File: config.mk
export PLATFORM = sky130hd
export DESIGN_NAME = ddi_signal_top
export DESIGN_NICKNAME = d
export VERILOG_FILES = /design/src/rtl/ddi_signal_pkg.sv /design/src/rtl/ddi_signal_phase_timer.sv /design/src/rtl/ddi_signal_top.sv
export SDC_FILE = /design/constraint.sdc
export NUM_CORES = 1
export LEC_CHECK = 0
export CORE_MARGIN = 8
export CORE_UTILIZATION = 56
export DETAILED_ROUTE_END_ITERATION = 16
export PLACE_DENSITY_LB_ADDON = 0.2
export SLEW_MARGIN = 20
export SYNTH_ARGS = -nofsm -noshare
export SYNTH_HDL_FRONTEND = slang
export SYNTH_SLANG_ARGS = --single-unit
File: constraint.sdc
create_clock -name clk -period 3.4 [get_ports clk]
set_clock_uncertainty 0.15 [all_clocks]
set_input_delay 0.34 -clock clk [delete_from_list [all_inputs] [get_ports clk]]
set_output_delay 0.34 -clock clk [all_outputs]
set_load 0.005 [all_outputs]
File: src/rtl/ddi_signal_pkg.sv
// rtl/ddi_signal_pkg.sv - shared state codes, priority encodings and timing constants
package ddi_signal_pkg;

    typedef enum logic [3:0] {
        ST_ALL_RED   = 4'd0,
        ST_E_GREEN   = 4'd1,
        ST_E_YELLOW  = 4'd2,
        ST_E_CLEAR   = 4'd3,
        ST_W_GREEN   = 4'd4,
        ST_W_YELLOW  = 4'd5,
        ST_W_CLEAR   = 4'd6,
        ST_MAINT_ON  = 4'd7,
        ST_MAINT_OFF = 4'd8,
        ST_FAULT     = 4'd15
    } light_t;

    localparam logic [3:0] ILLEGAL_LO = 4'd9;
    localparam logic [3:0] ILLEGAL_HI = 4'd14;

    typedef enum logic [1:0] {
        PRI_NONE  = 2'b00,
        PRI_EAST  = 2'b01,
        PRI_WEST  = 2'b10,
        PRI_ALIAS = 2'b11
    } prio_t;

    localparam logic [5:0] DEF_GREEN_T     = 6'd20;
    localparam logic [5:0] DEF_GREEN_PRI_T = 6'd40;
    localparam logic [5:0] DEF_GREEN_MIN_T = 6'd10;
    localparam logic [5:0] DEF_YELLOW_T    = 6'd4;
    localparam logic [5:0] DEF_CLEAR_T     = 6'd2;
    localparam logic [5:0] DEF_STARTUP_T   = 6'd2;

    function automatic logic is_illegal(input logic [3:0] code);
        return (code >= ILLEGAL_LO) && (code <= ILLEGAL_HI);
    endfunction

endpackage

File: src/rtl/ddi_signal_phase_timer.sv
// rtl/ddi_signal_phase_timer.sv - per-phase cycle counter, restarted on every state change
module ddi_signal_phase_timer (
    input  logic       clk,
    input  logic       rst,
    input  logic       phase_start,
    input  logic [5:0] duration,
    output logic       timing_done
);

    logic [5:0] count;

    // Saturates so a long stay in FAULT or maintenance never wraps into a false done.
    always_ff @(posedge clk or negedge rst) begin
        if (!rst) begin
            count <= 6'd0;
        end else if (phase_start) begin
            count <= 6'd0;
        end else if (count != 6'h3f) begin
            count <= count + 6'd1;
        end
    end

    assign timing_done = (count == (duration - 6'd1));

endmodule

File: src/rtl/ddi_signal_top.sv
// rtl/ddi_signal_top.sv - diverging-diamond two-phase signal controller with maintenance flash and sticky fault
module ddi_signal_top
    import ddi_signal_pkg::*;
#(
    parameter logic [5:0] GREEN_T     = DEF_GREEN_T,
    parameter logic [5:0] GREEN_PRI_T = DEF_GREEN_PRI_T,
    parameter logic [5:0] GREEN_MIN_T = DEF_GREEN_MIN_T,
    parameter logic [5:0] YELLOW_T    = DEF_YELLOW_T,
    parameter logic [5:0] CLEAR_T     = DEF_CLEAR_T,
    parameter logic [5:0] STARTUP_T   = DEF_STARTUP_T
) (
    input  logic       clk,
    input  logic       rst,
    input  logic [1:0] prio,
    input  logic       maintenance,
    output logic [3:0] light_state
);

    logic [3:0] state_q;
    logic [3:0] state_d;
    logic [1:0] prio_q;
    logic [5:0] duration;
    logic       phase_start;
    logic       timing_done;

    // Green length comes from the priority latched at green entry, not the live input.
    always_comb begin
        duration = 6'd1;
        case (state_q)
            ST_ALL_RED:  duration = STARTUP_T;
            ST_E_GREEN: begin
                case (prio_q)
                    PRI_EAST: duration = GREEN_PRI_T;
                    PRI_WEST: duration = GREEN_MIN_T;
                    default:  duration = GREEN_T;
                endcase
            end
            ST_W_GREEN: begin
                case (prio_q)
                    PRI_WEST: duration = GREEN_PRI_T;
                    PRI_EAST: duration = GREEN_MIN_T;
                    default:  duration = GREEN_T;
                endcase
            end
            ST_E_YELLOW, ST_W_YELLOW: duration = YELLOW_T;
            ST_E_CLEAR,  ST_W_CLEAR:  duration = CLEAR_T;
            default:     duration = 6'd1;
        endcase
    end

    always_comb begin
        state_d = state_q;
        if (is_illegal(state_q) || (state_q == ST_FAULT)) begin
            state_d = ST_FAULT;
        end else if (maintenance) begin
            state_d = (state_q == ST_MAINT_ON) ? ST_MAINT_OFF : ST_MAINT_ON;
        end else if ((state_q == ST_MAINT_ON) || (state_q == ST_MAINT_OFF)) begin
            state_d = ST_ALL_RED;
        end else if (timing_done) begin
            case (state_q)
                ST_ALL_RED:  state_d = ST_E_GREEN;
                ST_E_GREEN:  state_d = ST_E_YELLOW;
                ST_E_YELLOW: state_d = ST_E_CLEAR;
                ST_E_CLEAR:  state_d = ST_W_GREEN;
                ST_W_GREEN:  state_d = ST_W_YELLOW;
                ST_W_YELLOW: state_d = ST_W_CLEAR;
                ST_W_CLEAR:  state_d = ST_E_GREEN;
                default:     state_d = ST_FAULT;
            endcase
        end
    end

    assign phase_start = (state_d != state_q);

    always_ff @(posedge clk or negedge rst) begin
        if (!rst) begin
            state_q <= ST_ALL_RED;
            prio_q  <= PRI_NONE;
        end else begin
            state_q <= state_d;
            if (phase_start && ((state_d == ST_E_GREEN) || (state_d == ST_W_GREEN))) begin
                prio_q <= prio;
            end
        end
    end

    ddi_signal_phase_timer u_phase_timer (
        .clk         (clk),
        .rst         (rst),
        .phase_start (phase_start),
        .duration    (duration),
        .timing_done (timing_done)
    );

    assign light_state = state_q;

endmodule

==> impl_metrics.tcl, run 1 <==
set metrics [dict create \
    syn_area_sq_mm 0.00103 \
    start_util_pct 59.7 \
    gp_congestion 0.895 \
    hp-class "primary input to asynchronous set/reset pin" \
    cap_viol_max_count 0 \
    cts_buffers 3 \
    cp.arrival_ps 3130 \
    synthTopCellsByCount "12 x dfrtp_1, 10 x nor3_1, 8 x clkbuf_1" \
    critPathLaunchType "flip-flop" \
    clk_pin_slew_worst_paths_ps 80 \
    vias 934 \
    ir_drop_uv 331 \
    final_util_pct 66.5 \
    syn_avg_cell_area_sq_um 8.59 \
    r2r_start "prio_q[0]$_DFFE_PN0P_" \
    clkPwrFrac_pct 21.0 \
    portBuffers 8 \
    hold_violations 0 \
    rsz0062_at_grt "false" \
    synthCells 120 \
    whs_ps 271 \
    die_h_um 58.9 \
    critPathCaptureType "flip-flop" \
    synth_edf_count 0 \
    swShare_pct 38.0 \
    outcome "completed" \
    synth.yosys.seq_area_share_pct 29.1 \
    synth_fa_ha_area_share_pct 4.61 \
    setup_ws_ps 295 \
    pwr-share-seq_pct 45.0 \
    synth-xor-area-share_pct 1.70 \
    hpwl_mm 1.67 \
    fmax_ghz 0.322 \
    fin_nets 134 \
    power_mw 0.556 \
    use_met1_pct 18.1 \
    finalSetupTns_ps 0 \
    critPathRequiredTime_ps 3420 \
    drive_gt1_share_pct 13.6 \
    synth_top_family_by_area "simple AND/OR/NAND/NOR gates" \
    synth_nets 128 \
    cp_max_fo 5 \
    die_x_um 58.9 \
    pre_cts_slack_ps 326 \
    wl_mm 2.29 \
    grt_util_met2_pct 23.5 \
    clockBufferDepth 2 \
    internal-power_mw 0.345 \
    grt_usage_pct 14.8 \
    die-area_sq_mm 0.00347 \
    async_flop_share_pct 100 \
    drtIter0Drc 25 \
    slew_headroom_pct 61.2 \
    ys_types 43 \
    p_comb_share_pct 34.0 \
    slew_violations 0 \
    fin_crit_ps 3110 \
    drtAntennaViolNets 0 \
    grt_start_max_net_pins 20 \
    power.density_mw_per_mm2 484 \
    synth_top_cell_area_share_pct 29.1 \
    routedWlPerCell_um 15.3 \
    cts_hold_buffers 0 \
    grt_pass1_vias 883 \
    grtUsageMet3_pct 3.48 \
    synthMostInstantiatedCell "dfrtp_1" \
    clock-root-buffer "clkbuf_4" \
    worst_slew_pin_slew_ps 580 \
    antenna_found_initial 0 \
    cts.sinks 12 \
    area_growth_pct 11.4 \
    setup_violations 0 \
    row_count 15 \
    yosys.area_share.simple_pct 29.5 \
    min_period_over_period_pct 91.3 \
    yosys.area.top_type "dfrtp_1" \
    synth-seq-cells 12 \
    synth_mux_area_share_pct 8.01 \
    clk_latency_ps 280 \
    io_pins 9 \
    switching_power_mw 0.211 \
    synth_warnings 0 \
    cts_resized 0 \
    overflow 0 \
    grt_pass1_wl_mm 4.01 \
    post_cts_buffers 0 \
    synth_ff_type "dfrtp_1" \
    first_pass_iters 4 \
    drc 0 \
    crit_start "prio_q[0]$_DFFE_PN0P_" \
    top_usage_layer "met2" \
    vias_per_cell 6.23 \
    antenna_cells 0 \
    cts_tree "done" \
    synthTopCellsByArea "dfrtp_1 29%, nor3_1 4.9%, ha_1 3.6%" \
    crit_type "flip-flop to flip-flop" \
    h-tree-depth 1 \
    core_sq_mm 0.00173 \
    synth-compound-area-share_pct 19.8 \
    leakagePower_nw 0.444 \
]
[sequential cells by signal (all words and copies together) (netlist names)]
signal               cells
prio_q                   2
u_phase_timer.count      6
light_state              4
[stage by stage]
step | area [sq um] | cells
floorplan | 1030 | 120
global placement | 1110 | 146
detailed placement | 1110 | 146
CTS | 1150 | 150
global route | 1150 | 150
finish | 1150 | 150
[worst max-delay path, stage by stage (launching register included)]
cell and delay [ps]:
dfrtp_1 380, inv_1 50, ha_1 330, maj3_1 400, nor2b_1 150, o31a_1 290
a32oi_2 210, nand3b_2 180, or4_4 540, mux2_4 310
[metal layers]
metal  vias to the layer above  part of all wire, %
met5                         -                    0
met4                         0                  2.1
met3                         5                  5.0
met2                        21                   48
met1                       450                   44
li1                        458                    -
[worst paths after layout]
kind / endpoint / slack (ps) / cells past startpoint
setup / recovery: prio_q[0]$_DFFE_PN0P_ / 290 / 9
hold / removal: prio_q[0]$_DFFE_PN0P_ / 270 / 1
setup reg to reg: prio_q[0]$_DFFE_PN0P_ / 290 / 9
hold reg to reg: prio_q[1]$_DFFE_PN0P_ / 410 / 1
max in group asynchronous: u_phase_timer.count[0]$_DFFE_PN0P_ / 2450 / 1
min in group clk: prio_q[1]$_DFFE_PN0P_ / 410 / 1
[area by class of cell]
cell class / instances / area [sq um]
well taps: 25 / 31.3
clock buffers: 4 / 36.3
inverters: 4 / 15.0
fillers: 155 / 578
flip-flops and latches: 12 / 300
multi-input cells: 93 / 656
repair buffers: 12 / 110
[cell families after synthesis]
family,count (synthesis)
fa+ha+maj,4
mux,7
flops,12
buf+inv,15
compound gates,30
xor+xnor,2
simple gates,50
[cells in the final DEF, fill, tap and decap left out, types with 2 or more instances in the layout]
cell type | Yosys | layout
dfrtp_1 | 12 | 12
nor3_1 | 10 | 10
clkdlybuf4s50_1 | 0 | 8
a21oi_1 | 7 | 7
nor2_1 | 7 | 7
o21ai_0 | 6 | 6
a31oi_1 | 5 | 5
inv_1 | 4 | 4
nand3_1 | 4 | 4
nor2b_1 | 4 | 4
nor3b_1 | 4 | 4
buf_4 | 1 | 4
nand3b_1 | 3 | 3
mux2i_1 | 3 | 3
o31a_1 | 3 | 3
nand2_1 | 3 | 3
ha_1 | 3 | 3
clkbuf_4 | 0 | 3
nand2b_1 | 2 | 2
nand4b_1 | 2 | 2
xnor2_1 | 2 | 2
mux2_2 | 2 | 2
and3_1 | 2 | 2
mux2_4 | 2 | 2
[power by group through the flow]
stage	sequential [mW]	combinational, mW	clock (mW)
after floorplan	0.227	0.166	0
after global placement	0.250	0.180	0
after detailed placement	0.252	0.188	0
after CTS	0.250	0.190	0.119
after global routing	0.260	0.215	0.125
final	0.250	0.189	0.117
Note: power is estimated with default switching activity, not from simulation.
==> run 2, diff against run 1 <==
- CORE_UTILIZATION: 56 -> 61
- DONT_BUFFER_PORTS: not set -> 1
==> impl_metrics.tcl, run 2 (synthesis results as in run 1) <==
set metrics [dict create \
    outcome "completed" \
    start_util_pct 62.4 \
    portBuffers 0 \
    path_delay_family "simple AND/OR/NAND/NOR gates" \
    slew_violations 0 \
    antenna_cells 0 \
    fin_nets 127 \
    reg2reg_slack_ps 320 \
    hold_violations 0 \
    setup_ws_ps 315 \
    grt_start_max_net_pins 14 \
    grt_pass1_vias 797 \
    slew_headroom_pct 61.2 \
    hp-class "primary input to flip-flop" \
    core_sq_mm 0.00165 \
    gp_congestion 0.830 \
    critPathRequiredTime_ps 3420 \
    critPathCaptureType "flip-flop" \
    drive_gt1_share_pct 14.4 \
    antenna_found_initial 0 \
    drtIter0Drc 27 \
    min_path_cells 1 \
    cap_viol_max_count 0 \
    regArea_sq_um 300 \
    multi_input_area_sq_um 656 \
    placed_area_sq_mm 0.00102 \
    wl_met3_um 60 \
    row_count 15 \
    cts.sinks 12 \
    die-area_sq_mm 0.00326 \
    routedWlPerCell_um 14.9 \
    clk_pin_slew_worst_paths_ps 80 \
    drc 0 \
    cts_buffers 3 \
    fill_cells 150 \
    crit_start "prio_q[0]$_DFFE_PN0P_" \
    regMostFlops "u_phase_timer.count" \
    cp_max_fo 5 \
    hpwl_mm 1.47 \
    cpMaxStageDelayCell "or4_4" \
    h-tree-depth 1 \
    most-common-layout-cells "12 x dfrtp_1, 10 x nor3_1, 7 x a21oi_1, 7 x nor2_1, 6 x o21ai_0" \
    drtAntennaViolNets 0 \
    whs_ps 49.0 \
    vias 878 \
    post_cts_buffers 0 \
    top_layer_used "met4" \
    finalSetupTns_ps 0 \
    die_x_um 57.1 \
    first_pass_iters 4 \
    rsz0062_at_grt "false" \
    worstHoldEndpoint "prio_q[1]$_DFFE_PN0P_" \
    wl_mm 2.02 \
    layout_commonest_cell "dfrtp_1" \
    leakagePower_nw 0.415 \
    grt_pass1_wl_mm 3.64 \
    cts_tree "done" \
    cts_resized 0 \
    die_h_um 57.1 \
    fin_crit_ps 3080 \
    clock-root-buffer "clkbuf_4" \
    ir_drop_uv 393 \
    cts_hold_buffers 1 \
    wl_met1_mm 1.03 \
    clk_latency_ps 280 \
    io_pins 9 \
    worst_slew_pin_slew_ps 580 \
    crit_type "flip-flop to flip-flop" \
    vias_per_cell 6.50 \
    power.density_mw_per_mm2 512 \
    fin_area_sq_mm 0.00107 \
    r2r_start "prio_q[0]$_DFFE_PN0P_" \
    largest_register_ffs 6 \
    overflow 0 \
    min_period_over_period_pct 90.7 \
    area_growth_pct 3.64 \
    critPathLaunchType "flip-flop" \
    cp.arrival_ps 3110 \
    clockBufferDepth 2 \
    slowest_delay_ps 530 \
    crit_buf_inv 1 \
    hp-start "prio[1]" \
    timing.rr.end "prio_q[0]$_DFFE_PN0P_" \
    setup_violations 0 \
    routed-wl-met2_um 884 \
    pre_cts_slack_ps 327 \
    crit_chain "inv_1 -> ha_1 -> maj3_1 -> nor2b_1 -> o31a_1 -> a32oi_2 -> nand3b_2 -> or4_4 -> mux2_4" \
    grt_usage_pct 13.7 \
    reg2reg_depth 9 \
    fmax_ghz 0.324 \
]
==> run 2: metrics by stage <==
step	std cells	utilization (%)	total power [mW]
floorplan	120	-	0.393
global placement	130	61.9	0.420
detailed placement	130	61.9	0.429
CTS	135	64.7	0.553
global route	135	64.7	0.601
finish	135	64.7	0.547
==> run 2: worst register-to-register path, stage by stage, from the launching register on <==
cell      delay [ps]
dfrtp_1          370
inv_1             50
ha_1             330
maj3_1           410
nor2b_1          150
o31a_1           290
a32oi_2          210
nand3b_2         170
or4_4            530
mux2_4           310
==> run 2: worst max path at each step <==
stage               slack (ps)  cells past startpoint                     to
floorplan                  480                      9  prio_q[0]$_DFFE_PN0P_
global placement           370                      9  prio_q[1]$_DFFE_PN0P_
detailed placement         330                      9  prio_q[0]$_DFFE_PN0P_
CTS                        310                      9  prio_q[0]$_DFFE_PN0P_
global route               170                      9  prio_q[0]$_DFFE_PN0P_
finish                     320                      9  prio_q[0]$_DFFE_PN0P_
==> run 2: area by class of cell <==
| cell class | count | share of cell area (%) |
|---|---|---|
| inverters | 4 | 1.41 |
| repair buffers | 5 | 3.75 |
| flip-flops and latches | 12 | 28.1 |
| well taps | 17 | 1.99 |
| clock buffers | 4 | 3.40 |
| multi-input cells | 93 | 61.4 |
==> run 2: power by group <==
group / leakage [nW] / total [mW] / switching (mW) / internal [mW]
registers: 0.128 / 0.251 / 0.0664 / 0.184
clock network: 0.0210 / 0.117 / 0.0515 / 0.0652
logic: 0.266 / 0.180 / 0.0883 / 0.0920
==> run 2: routing by layer <==
metal	vias to the layer above	GRT usage (%)
li1	441	-
met1	424	18.4
met2	9	19.4
met3	4	2.44
met4	0	9.06
met5	-	0
